File: src/rtl/tree_walk_controller.sv
// Decision-tree inference sequencer: walks node memory from the root, comparing one
// feature per node against its threshold, until a leaf or the depth limit is reached.
module tree_walk_controller #(
  parameter int         FEAT_W    = 27,
  parameter int         NUM_FEAT  = 8,
  parameter logic [7:0] ROOT_ADDR = 8'd0,
  parameter int         MAX_DEPTH = 32
) (
  input  logic                       clk,
  input  logic                       rst_n,
  input  logic                       in_valid,
  output logic                       in_ready,
  input  logic [NUM_FEAT*FEAT_W-1:0] in_features,
  output logic                       mem_en,
  output logic [7:0]                 mem_addr,
  input  logic [63:0]                mem_rdata,
  output logic                       out_valid,
  input  logic                       out_ready,
  output logic [7:0]                 out_class,
  output logic                       out_err,
  output logic [5:0]                 out_depth,
  output logic                       busy
);

  typedef enum logic [2:0] {
    S_IDLE  = 3'd0,
    S_FETCH = 3'd1,
    S_WAIT  = 3'd2,
    S_EVAL  = 3'd3,
    S_DONE  = 3'd4
  } state_t;

  state_t                      state;
  logic [NUM_FEAT*FEAT_W-1:0]  feats;
  logic [55:2]                 node_q;
  logic [5:0]                  depth;

  logic [2:0]        fid;
  logic [FEAT_W-1:0] thr;
  logic [7:0]        right_ptr;
  logic [7:0]        left_ptr;
  logic [7:0]        node_type;
  logic              is_leaf;
  logic [FEAT_W-1:0] sel;
  logic              go_left;
  logic              unused_rdata;

  assign fid       = node_q[55:53];
  assign thr       = node_q[26 +: FEAT_W];
  assign right_ptr = node_q[25:18];
  assign left_ptr  = node_q[17:10];
  assign node_type = node_q[9:2];
  assign is_leaf   = (node_type == 8'h01) || (left_ptr == 8'h00 && right_ptr == 8'h00);
  assign unused_rdata = ^{mem_rdata[63:56], mem_rdata[1:0]};

  // Out-of-range feature ids fall back to feature 0.
  always_comb begin
    sel = feats[FEAT_W-1:0];
    for (int k = 1; k < NUM_FEAT; k++) begin
      if (fid == 3'(k)) sel = feats[k*FEAT_W +: FEAT_W];
    end
  end

  assign go_left = (sel <= thr);

  always_ff @(posedge clk or negedge rst_n) begin
    if (!rst_n) begin
      state     <= S_IDLE;
      in_ready  <= 1'b1;
      mem_en    <= 1'b0;
      mem_addr  <= ROOT_ADDR;
      out_valid <= 1'b0;
      out_class <= 8'h00;
      out_err   <= 1'b0;
      out_depth <= 6'd0;
      busy      <= 1'b0;
      feats     <= '0;
      node_q    <= '0;
      depth     <= 6'd0;
    end else begin
      case (state)
        S_IDLE: begin
          if (in_valid) begin
            feats    <= in_features;
            mem_addr <= ROOT_ADDR;
            depth    <= 6'd0;
            mem_en   <= 1'b1;
            in_ready <= 1'b0;
            busy     <= 1'b1;
            state    <= S_FETCH;
          end
        end
        S_FETCH: begin
          mem_en <= 1'b0;
          state  <= S_WAIT;
        end
        S_WAIT: begin
          node_q <= mem_rdata[55:2];
          depth  <= depth + 6'd1;
          state  <= S_EVAL;
        end
        S_EVAL: begin
          if (is_leaf) begin
            out_class <= node_q[33:26];
            out_err   <= 1'b0;
            out_depth <= depth;
            state     <= S_DONE;
          end else if (depth == 6'(MAX_DEPTH)) begin
            out_class <= 8'h00;
            out_err   <= 1'b1;
            out_depth <= depth;
            state     <= S_DONE;
          end else begin
            mem_addr <= go_left ? left_ptr : right_ptr;
            mem_en   <= 1'b1;
            state    <= S_FETCH;
          end
        end
        S_DONE: begin
          // First DONE cycle raises out_valid; out_ready only counts once it is visible.
          if (!out_valid) begin
            out_valid <= 1'b1;
          end else if (out_ready) begin
            out_valid <= 1'b0;
            in_ready  <= 1'b1;
            busy      <= 1'b0;
            state     <= S_IDLE;
          end
        end
        default: begin
          state    <= S_IDLE;
          mem_en   <= 1'b0;
          in_ready <= 1'b1;
          busy     <= 1'b0;
        end
      endcase
    end
  end

endmodule

File: config.mk
export PLATFORM = sky130hd
export DESIGN_NAME = tree_walk_controller
export DESIGN_NICKNAME = d
export VERILOG_FILES = /design/src/rtl/tree_walk_controller.sv
export SDC_FILE = /design/constraint.sdc
export NUM_CORES = 1
export LEC_CHECK = 0
export CELL_PAD_IN_SITES_DETAIL_PLACEMENT = 1
export CELL_PAD_IN_SITES_GLOBAL_PLACEMENT = 2
export CORE_MARGIN = 2
export CORE_UTILIZATION = 27
export DETAILED_ROUTE_END_ITERATION = 8
export PLACE_DENSITY_LB_ADDON = 0.1
export SLEW_MARGIN = 30
export SYNTH_ARGS = -nofsm -noshare
export SYNTH_HDL_FRONTEND = slang
export SYNTH_SLANG_ARGS = --single-unit
File: constraint.sdc
create_clock -name clk -period 4.3 [get_ports clk]
set_input_delay 0.86 -clock clk [delete_from_list [all_inputs] [get_ports clk]]
set_output_delay 0.86 -clock clk [all_outputs]
set_load 0.005 [all_outputs]
Word level (Yosys, flattened, before mapping):

Cells that the tools add are included.
W data, S select, Z words.

* output and inout port bits: 27
* register bits: 306
* logic and storage cells: 90

* equality and inequality tests: 18
* bitwise logic cells: 2
* add/sub/neg operators: 1
* order comparisons: 1
* reduce and logical (&&, ||, !) cells: 17
* muxes and demuxes: 39

Operators by type and width (count)
* $mux W27: 7
* $mux W8: 6
* $le A27 B27 Y1: 1
* $mux W6: 3
* $logic_not A8 Y1: 2
* $pmux W8 S2: 1
* $eq A3 B3 Y1 const B: 5
* $mux W3: 5
* $pmux W3 S5: 1
* $eq A3 B2 Y1 const B: 4
* $mux W1: 12
* $pmux W6 S2: 1
* $reduce_and A4 Y1: 3
* $ne A2 B2 Y1 const B: 5
* $pmux W1 S3: 3
* $eq A8 B1 Y1 const B: 1
* $add A6 B1 Y6 const B: 1
* $eq A3 B1 Y1 const B: 2
* $eq A6 B6 Y1 const B: 1
* $reduce_and A2 Y1: 3
* $reduce_bool A2 Y1: 3
* $logic_not A3 Y1: 1
* $reduce_and A3 Y1: 1
* $reduce_or A3 Y1: 1
* 4 further kinds: 5

Logic depth before layout (Yosys ltp):

Gate-level depths: netlist (run 1).

* word-level depth: 13
* depth in mapped cells: 16

Least setup slack after synthesis (run 1):

No wires, ideal clock.

* kind: register -> register
* start: register node_q[55] (netlist name)
* end: register mem_addr[0]
* arrival time: 3229 ps
* required time: 4174 ps
* setup time: 126 ps
* path buffers: 3
* slack: 945 ps
* cell stages (with the launch flop): 16
* cells stage by stage: dfrtp_1 buf_2 buf_1 mux2_2 o22ai_1 a21oi_1 a221oi_1 o21ai_0 ha_1 a21oi_1 o21ai_0 a2111oi_2 o211ai_2 and3b_1 buf_4 a221o_1

* word-level cells in the longest chain between the ends: 13

RTL lines
* from (decl): line 35 `logic [55:2] node_q;`
* from (signal assigned): line 98 `node_q <= mem_rdata[55:2];`
* $eq A3 B1 Y1: line 60 `if (fid == 3'(k)) sel = feats[k*FEAT_W +: FEAT_W];`
* $mux W27 (6 in a row): line 60
* $mux W27 (*): line 60
* $le A27 B27 Y1 (*): line 64 `assign go_left = (sel <= thr);`
* $mux W8 (*): line 114 `mem_addr <= go_left ? left_ptr : right_ptr;`
* $mux W8 (*): line 108 `end else if (depth == 6'(MAX_DEPTH)) begin`
* $mux W8 (*): line 103 `if (is_leaf) begin`
* $pmux W8 S2 (*): line 81 `case (state)`
* to (signal assigned): line 114
* to (decl): line 15 `output logic [7:0] mem_addr,`

Mark *: on every way between the ends. The rest lies on a longest branch, timed or not. The select of a mux whose other input is x is not followed.
A chain may end at the register's enable or synchronous reset.

Worst setup path after layout (run 1):

* start: register node_q[54] (netlist name)
* end: register mem_addr[2]

The elaborated chain is that of the path after synthesis.

==> results of run 1 <==
==> power breakdown <==
| group | internal [uW] | switching, uW | total (uW) |
|---|---|---|---|
| Clock | 2030 | 1280 | 3310 |
| Sequential | 4180 | 826 | 5010 |
| Combinational | 2630 | 3560 | 6190 |
| Total | 8840 | 5670 | 14500 |
==> kinds of logic after synthesis <==
family,after synthesis
simple gates,889
flops,306
compound gates,199
xor+xnor,1
mux,40
buf+inv,128
fa+ha+maj,29
==> what timing repair did <==
action                     in CTS  in global routing
setup buffers                   0                  3
setup endpoints to repair       0                  8
gates resized for setup         0                  6
==> critical path: stages (launching register included) <==
cell	delay, ps
dfrtp_2	520
buf_4	260
buf_4	370
mux4_2	560
nand2_1	80
nand2_1	130
ha_1	320
nand4_1	190
or4_1	580
o211ai_2	270
a21oi_2	190
a221o_1	390
==> synthesized netlist by cell type, drive strengths merged, types with 2 or more instances <==
master,instances,area (um2)
nand2,820,3080
dfrtp,305,7630
clkbuf,72,270
o21ai,63,315
a21oi,50,254
a221oi,35,307
inv,31,116
ha,29,363
buf,25,121
mux2,21,236
nor2,18,70.1
o22ai,17,106
mux4,16,360
a22o,9,78.8
and3,9,56.3
a221o,8,80.1
nand4,8,56.3
nand3,6,30.0
nor3,6,35.0
nor4,6,37.5
a211oi,4,30.0
mux2i,3,30.0
nor2b,3,18.8
o211ai,3,27.5
and4,2,17.5
nand2b,2,12.5
o21a,2,15.0
o22a,2,18.8
or2,2,12.5
or3,2,12.5
==> layout make-up <==
type                       count  area share
multi-input combinational   1158       0.302
tap                          680      0.0442
clock buffer                  60      0.0601
sequential                   306       0.398
clock inverter                 9     0.00624
antenna                        2    0.000260
inverter                      31     0.00604
timing repair buffer         350       0.183
==> final timing paths <==
| path | start | endpoint | depth (start not counted) |
|---|---|---|---|
| setup / recovery | node_q[54] | mem_addr[2] | 11 |
| hold / removal | rst_n | node_q[2] | 1 |
| setup reg to reg | node_q[54] | mem_addr[2] | 11 |
| hold reg to reg | feats[49] | feats[49] | 2 |
| max in group asynchronous | rst_n | node_q[55] | 3 |
| min in group clk | feats[49] | feats[49] | 2 |
==> cell usage in the layout (no fill, tap or decap), types with 7 or more instances in the layout <==
cell,instances
nand2_1,819
mux2_2,21
a221o_1,8
clkdlybuf4s50_1,299
buf_12,9
a221oi_1,35
ha_1,29
dfrtp_1,303
mux4_2,16
clkbuf_16,42
o21ai_0,62
a22o_1,9
clkbuf_1,13
and3_1,9
nand4_1,7
o22ai_1,17
nor2_1,15
inv_1,30
a21oi_1,49
buf_4,39
==> registers in the layout (all words and copies together) (netlist names) <==
name       flops
out_class      8
depth          6
in_ready       1
mem_en         1
out_depth      6
mem_addr       8
feats        216
out_valid      1
out_err        1
busy           1
node_q        54
state          3
==> through the flow <==
| stage | power, uW | worst slack, ps | instance area, um2 | hold WS [ps] | instances |
|---|---|---|---|---|---|
| floorplan | 8610 | 945 | 13900 | 437 | 1592 |
| global placement | 11100 | 192 | 17900 | 449 | 2520 |
| detailed placement | 11300 | 84.8 | 17900 | 454 | 2520 |
| CTS | 14700 | 60.4 | 19200 | 411 | 2589 |
| global route | 15800 | 69.8 | 19300 | 170 | 2594 |
| finish | 14500 | 306 | 19300 | 179 | 2596 |
==> per-layer routing <==
layer / part of all wire / vias up / global-route usage / wire [um]
li1: - / 5802 / - / -
met1: 0.49 / 5954 / 0.277 / 25100
met2: 0.46 / 228 / 0.303 / 23200
met3: 0.038 / 53 / 0.0299 / 1950
met4: 0.015 / 0 / 0.0450 / 775
met5: 0 / - / 0 / 0
==> impl_metrics.csv, run 1 <==
group,metric,value,unit
status,status,"finished clean",
critical_path,cp-start-kind,"register",
timing,slew_headroom,0.448,
synthesis,ys_seq_elements,306,
synthesis,async_flop_share,1.00,
floorplanning,start_util,0.272,
global_route,grt_pass1_wl,78.8,mm
critical_path,cp.required,4710,ps
finish,multiInputGateArea,5810,um2
timing,fin_crit_sh,0.929,
floorplanning,row_count,83,
timing,max_freq,250,MHz
floorplanning,io_pins,311,
synthesis,synthCells,1592,
min_path,hold_path_class,"in -> async",
critical_path,crit_fanout,19,
floorplanning,placeableCoreArea,51200,um2
floorplanning,fp.dieH,231,um
finish,regArea,7660,um2
synthesis,synth_compound_area_frac,0.0924,
finish,drive_gt1_frac,0.0862,
timing,fin_skew,17.0,ps
power_and_ir_drop,power_density,753,nW/um2
timing,finalCriticalPeriod,3990,ps
critical_path,worstSetupPathType,"reg -> reg",
routing,dr.pass1.iters,5,
floorplanning,dieWidth,231,um
critical_path,critPathArrivalTime,4410,ps
synthesis,seq_area_frac_synth,0.550,
routing,antenna_left,0,
global_route,antenna_found_initial,1,
clock_tree,path_clk_slew,60,ps
timing,fin_setup_tns,0,ps
power_and_ir_drop,power_leakage,0.00923,uW
critical_path,r2r_slack,310,ps
clock_tree,cts_tree,"done",
synthesis,synth_nets,1905,
clock_tree,clk_latency,550,ps
routing,viasPerCell,4.64,
finish,final.fill_count,5919,
clock_tree,numCtsBuffers,39,
synthesis,yosysUniqueCellTypes,52,
routing,vias,12000,
finish,final_core_util,0.376,
placement,place.gp.congestion,0.791,
floorplanning,dieArea,53400,um2
global_route,grt_pass1_vias,13100,
global_route,grt_util_all_layers,0.193,
timing,final_max_slew_viol_count,0,
clock_tree,cts_buffer_depth,3,
timing,tightest_slew,827,ps
clock_tree,clock_sinks,306,
synthesis,synth_area,13900,um2
synthesis,synth-xor-area-share,0.000629,
routing,drc,0,
synthesis,yosysWarnings,0,
timing,grt_setup_unrepaired,"false",
finish,fin_nets,2199,
synthesis,synthMuxAreaShare,0.0450,
placement,io_buffers,300,
synthesis,synthFlopType,"dfrtp_1",
clock_tree,clockRootBuffer,"clkbuf_16",
finish,area_growth,38.3,%
routing,wl_per_cell,19.7,um
routing,drt-total-wl,51.0,mm
synthesis,synth_top_family_by_area,"simple AND/OR/NAND/NOR gates",
global_route,grt_max_degree,104,
clock_tree,hold_buffers,0,
timing,setup_violations,0,
global_route,grt_overflow,0,
routing,drtIter0Drc,749,
synthesis,synthAdderAreaFrac,0.0260,
placement,dp_hpwl,36.8,mm
synthesis,synth-edff-count,0,
job,drv_cap,0,
critical_path,end_kind,"register",
synthesis,synth_simple_gate_area_frac,0.250,
timing,hold_viol_final,0,
synthesis,avgSynthCellArea,8.75,um2
power_and_ir_drop,ir_drop,0.000245,V
clock_tree,htree_levels,2,
No activity file was read; power rests on OpenSTA's default activity.
==> run 2: changes to the inputs <==
--- a/config.mk
+++ b/config.mk
@@ -8,7 +8,7 @@
 export CELL_PAD_IN_SITES_DETAIL_PLACEMENT = 1
 export CELL_PAD_IN_SITES_GLOBAL_PLACEMENT = 2
 export CORE_MARGIN = 2
-export CORE_UTILIZATION = 27
+export CORE_UTILIZATION = 30
 export DETAILED_ROUTE_END_ITERATION = 8
 export PLACE_DENSITY_LB_ADDON = 0.1
 export SLEW_MARGIN = 30
==> run 2 against run 1 <==
Against the previous run:
- register-to-register slack lost 60 ps
- clock skew up 11 ps
- critical endpoint is now mem_addr[4]
- critical path type unchanged
- total power is 1.5% lower
- die area fell by 9.8%
- sequential power barely moved
- non-clock buffer count is 1 higher
- via count decreased by 0.25%
==> impl_metrics.csv, run 2 (same netlist as run 1, synthesis figures left out) <==
group,metric,value,unit
floorplanning,io_pins,311,
timing,tightest_slew,821,ps
critical_path,worst_path_max_delay_cell,"dfrtp_2",
global_route,grt_overflow,0,
routing,antenna_left,0,
routing,dr.pass1.iters,4,
critical_path,end_kind,"register",
finish,largest_reg_flops,216,
floorplanning,fp.dieH,219,um
timing,slew_headroom,0.452,
critical_path,cp-start-kind,"register",
finish,final_area,19000,um2
power_and_ir_drop,power_leakage,0.00918,uW
floorplanning,dieWidth,219,um
global_route,grt_util_all_layers,0.209,
placement,placed_cell_area,17800,um2
clock_tree,htree_levels,2,
critical_path,cp.required,4740,ps
routing,wl_per_cell,19.7,um
timing,final_max_slew_viol_count,0,
timing,finalCriticalPeriod,4060,ps
status,status,"finished clean",
clock_tree,hold_buffers,0,
clock_tree,clock_sinks,306,
finish,final_core_util,0.418,
min_path,hold_path_class,"in -> async",
critical_path,crit_path_frequent_cell,"buf_4",
power_and_ir_drop,power_density,751,nW/um2
finish,final.fill_count,5281,
timing,hold_viol_final,0,
power_and_ir_drop,ir_drop,0.000248,V
finish,regArea,7660,um2
critical_path,max_stage_delay,530,ps
critical_path,crit_fanout,9,
routing,drt-total-wl,49.6,mm
timing,setup_ws,244,ps
routing,vias,12000,
clock_tree,numCtsBuffers,37,
critical_path,worstSetupPathType,"reg -> reg",
timing,fin_crit_sh,0.943,
timing,setup_violations,0,
critical_path,worstReg2RegStart,"node_q[55]",
placement,place.gp.congestion,0.779,
finish,fin_nets,2198,
timing,fin_setup_tns,0,ps
global_route,grt_pass1_wl,76.4,mm
critical_path,rr_worst_depth,15,
global_route,grt_max_degree,109,
timing,grt_setup_unrepaired,"false",
job,drv_cap,0,
floorplanning,row_count,78,
placement,io_buffers,300,
finish,top_regs,"feats (216), node_q (54)",
clock_tree,clockRootBuffer,"clkbuf_16",
routing,drc,0,
critical_path,timing.rr.end,"mem_addr[4]",
global_route,antenna_found_initial,5,
clock_tree,clk_latency,560,ps
placement,dp_slack,41.8,ps
floorplanning,placeableCoreArea,45600,um2
floorplanning,dieArea,48200,um2
finish,final_common_cell,"nand2_1",
finish,drive_gt1_frac,0.0842,
timing,max_freq,247,MHz
timing,whs,348,ps
finish,mostFrequentLayoutCells,"820 x nand2_1, 303 x dfrtp_1, 299 x clkdlybuf4s50_1",
routing,viasPerCell,4.78,
timing,fin_skew,28.1,ps
placement,dp_hpwl,35.8,mm
clock_tree,path_clk_slew,60,ps
finish,area_growth,36.7,%
finish,largest-register,"feats",
critical_path,critPathArrivalTime,4490,ps
global_route,grt_pass1_vias,12900,
clock_tree,cts_tree,"done",
floorplanning,start_util,0.306,
routing,drtIter0Drc,726,
critical_path,crit_path_cell_trace,"buf_4, buf_4, mux2_2, o22ai_1, a21oi_1, a221oi_1, buf_4, o21ai_0, ha_1, nand4_2, or3_1, nor2_1, nand2_1, and3b_1, a221o_1",
finish,multiInputGateArea,5800,um2
clock_tree,cts_buffer_depth,3,
critical_path,r2r_slack,240,ps
-- run 2: cell types whose count changed in the layout (fill, tap and decap cells not counted), sizes merged --
cell | previous run | this run
diode | 2 | 3
clkbuf | 61 | 57
inv | 31 | 32
buf | 50 | 52
bufinv | 3 | 1
-- run 2: cell type report --
| class | count | area share |
|---|---|---|
| multi-input combinational | 1158 | 0.305 |
| antenna | 3 | 0.000394 |
| timing repair buffer | 351 | 0.185 |
| tap | 600 | 0.0394 |
| clock buffer | 57 | 0.0585 |
| inverter | 31 | 0.00611 |
| sequential | 306 | 0.402 |
| clock inverter | 8 | 0.00361 |
-- run 2: per-layer routing --
layer	track usage	routed length [um]
met1	0.297	23800
met3	0.0377	2100
met2	0.328	22800
met4	0.0550	920
met5	0	0
-- run 2: what timing repair did --
| action | CTS | global route |
|---|---|---|
| setup buffers | 0 | 0 |
| resized for setup | 0 | 2 |
| endpoints found under the setup margin | 0 | 8 |
-- run 2: worst max-delay path by stage --
stage	startpoint	endpoint	slack [ps]	depth (start not counted)
after global placement	node_q[55]	mem_addr[6]	220	15
after floorplan	node_q[55]	mem_addr[0]	950	15
after global routing	node_q[54]	mem_addr[2]	40	13
final	node_q[55]	mem_addr[4]	240	15
after CTS	node_q[55]	mem_addr[4]	20	15
after detailed placement	node_q[55]	mem_addr[4]	40	15
-- run 2: critical path: cells and delay by family, from the launching register on --
kind / cells / cell delay [ps]
compound gates: 5 / 990
fa+ha+maj: 1 / 330
buf+inv: 3 / 540
flops: 1 / 530
mux: 1 / 320
simple gates: 5 / 1230
-- run 2: metrics by stage --
step	instances	power, uW
2_1_floorplan	1592	8610
3_3_place_gp	2446	11100
3_5_place_dp	2446	11300
4_1_cts	2511	14500
5_1_grt	2514	15500
6_report	2514	14300
-- run 2: report_power, final --
part / leakage [uW] / total (uW) / switching, uW / internal, uW
clock network: 0.000586 / 3090 / 1250 / 1840
logic: 0.00476 / 6200 / 3530 / 2670
registers: 0.00384 / 5010 / 825 / 4180
total: 0.00918 / 14300 / 5610 / 8690
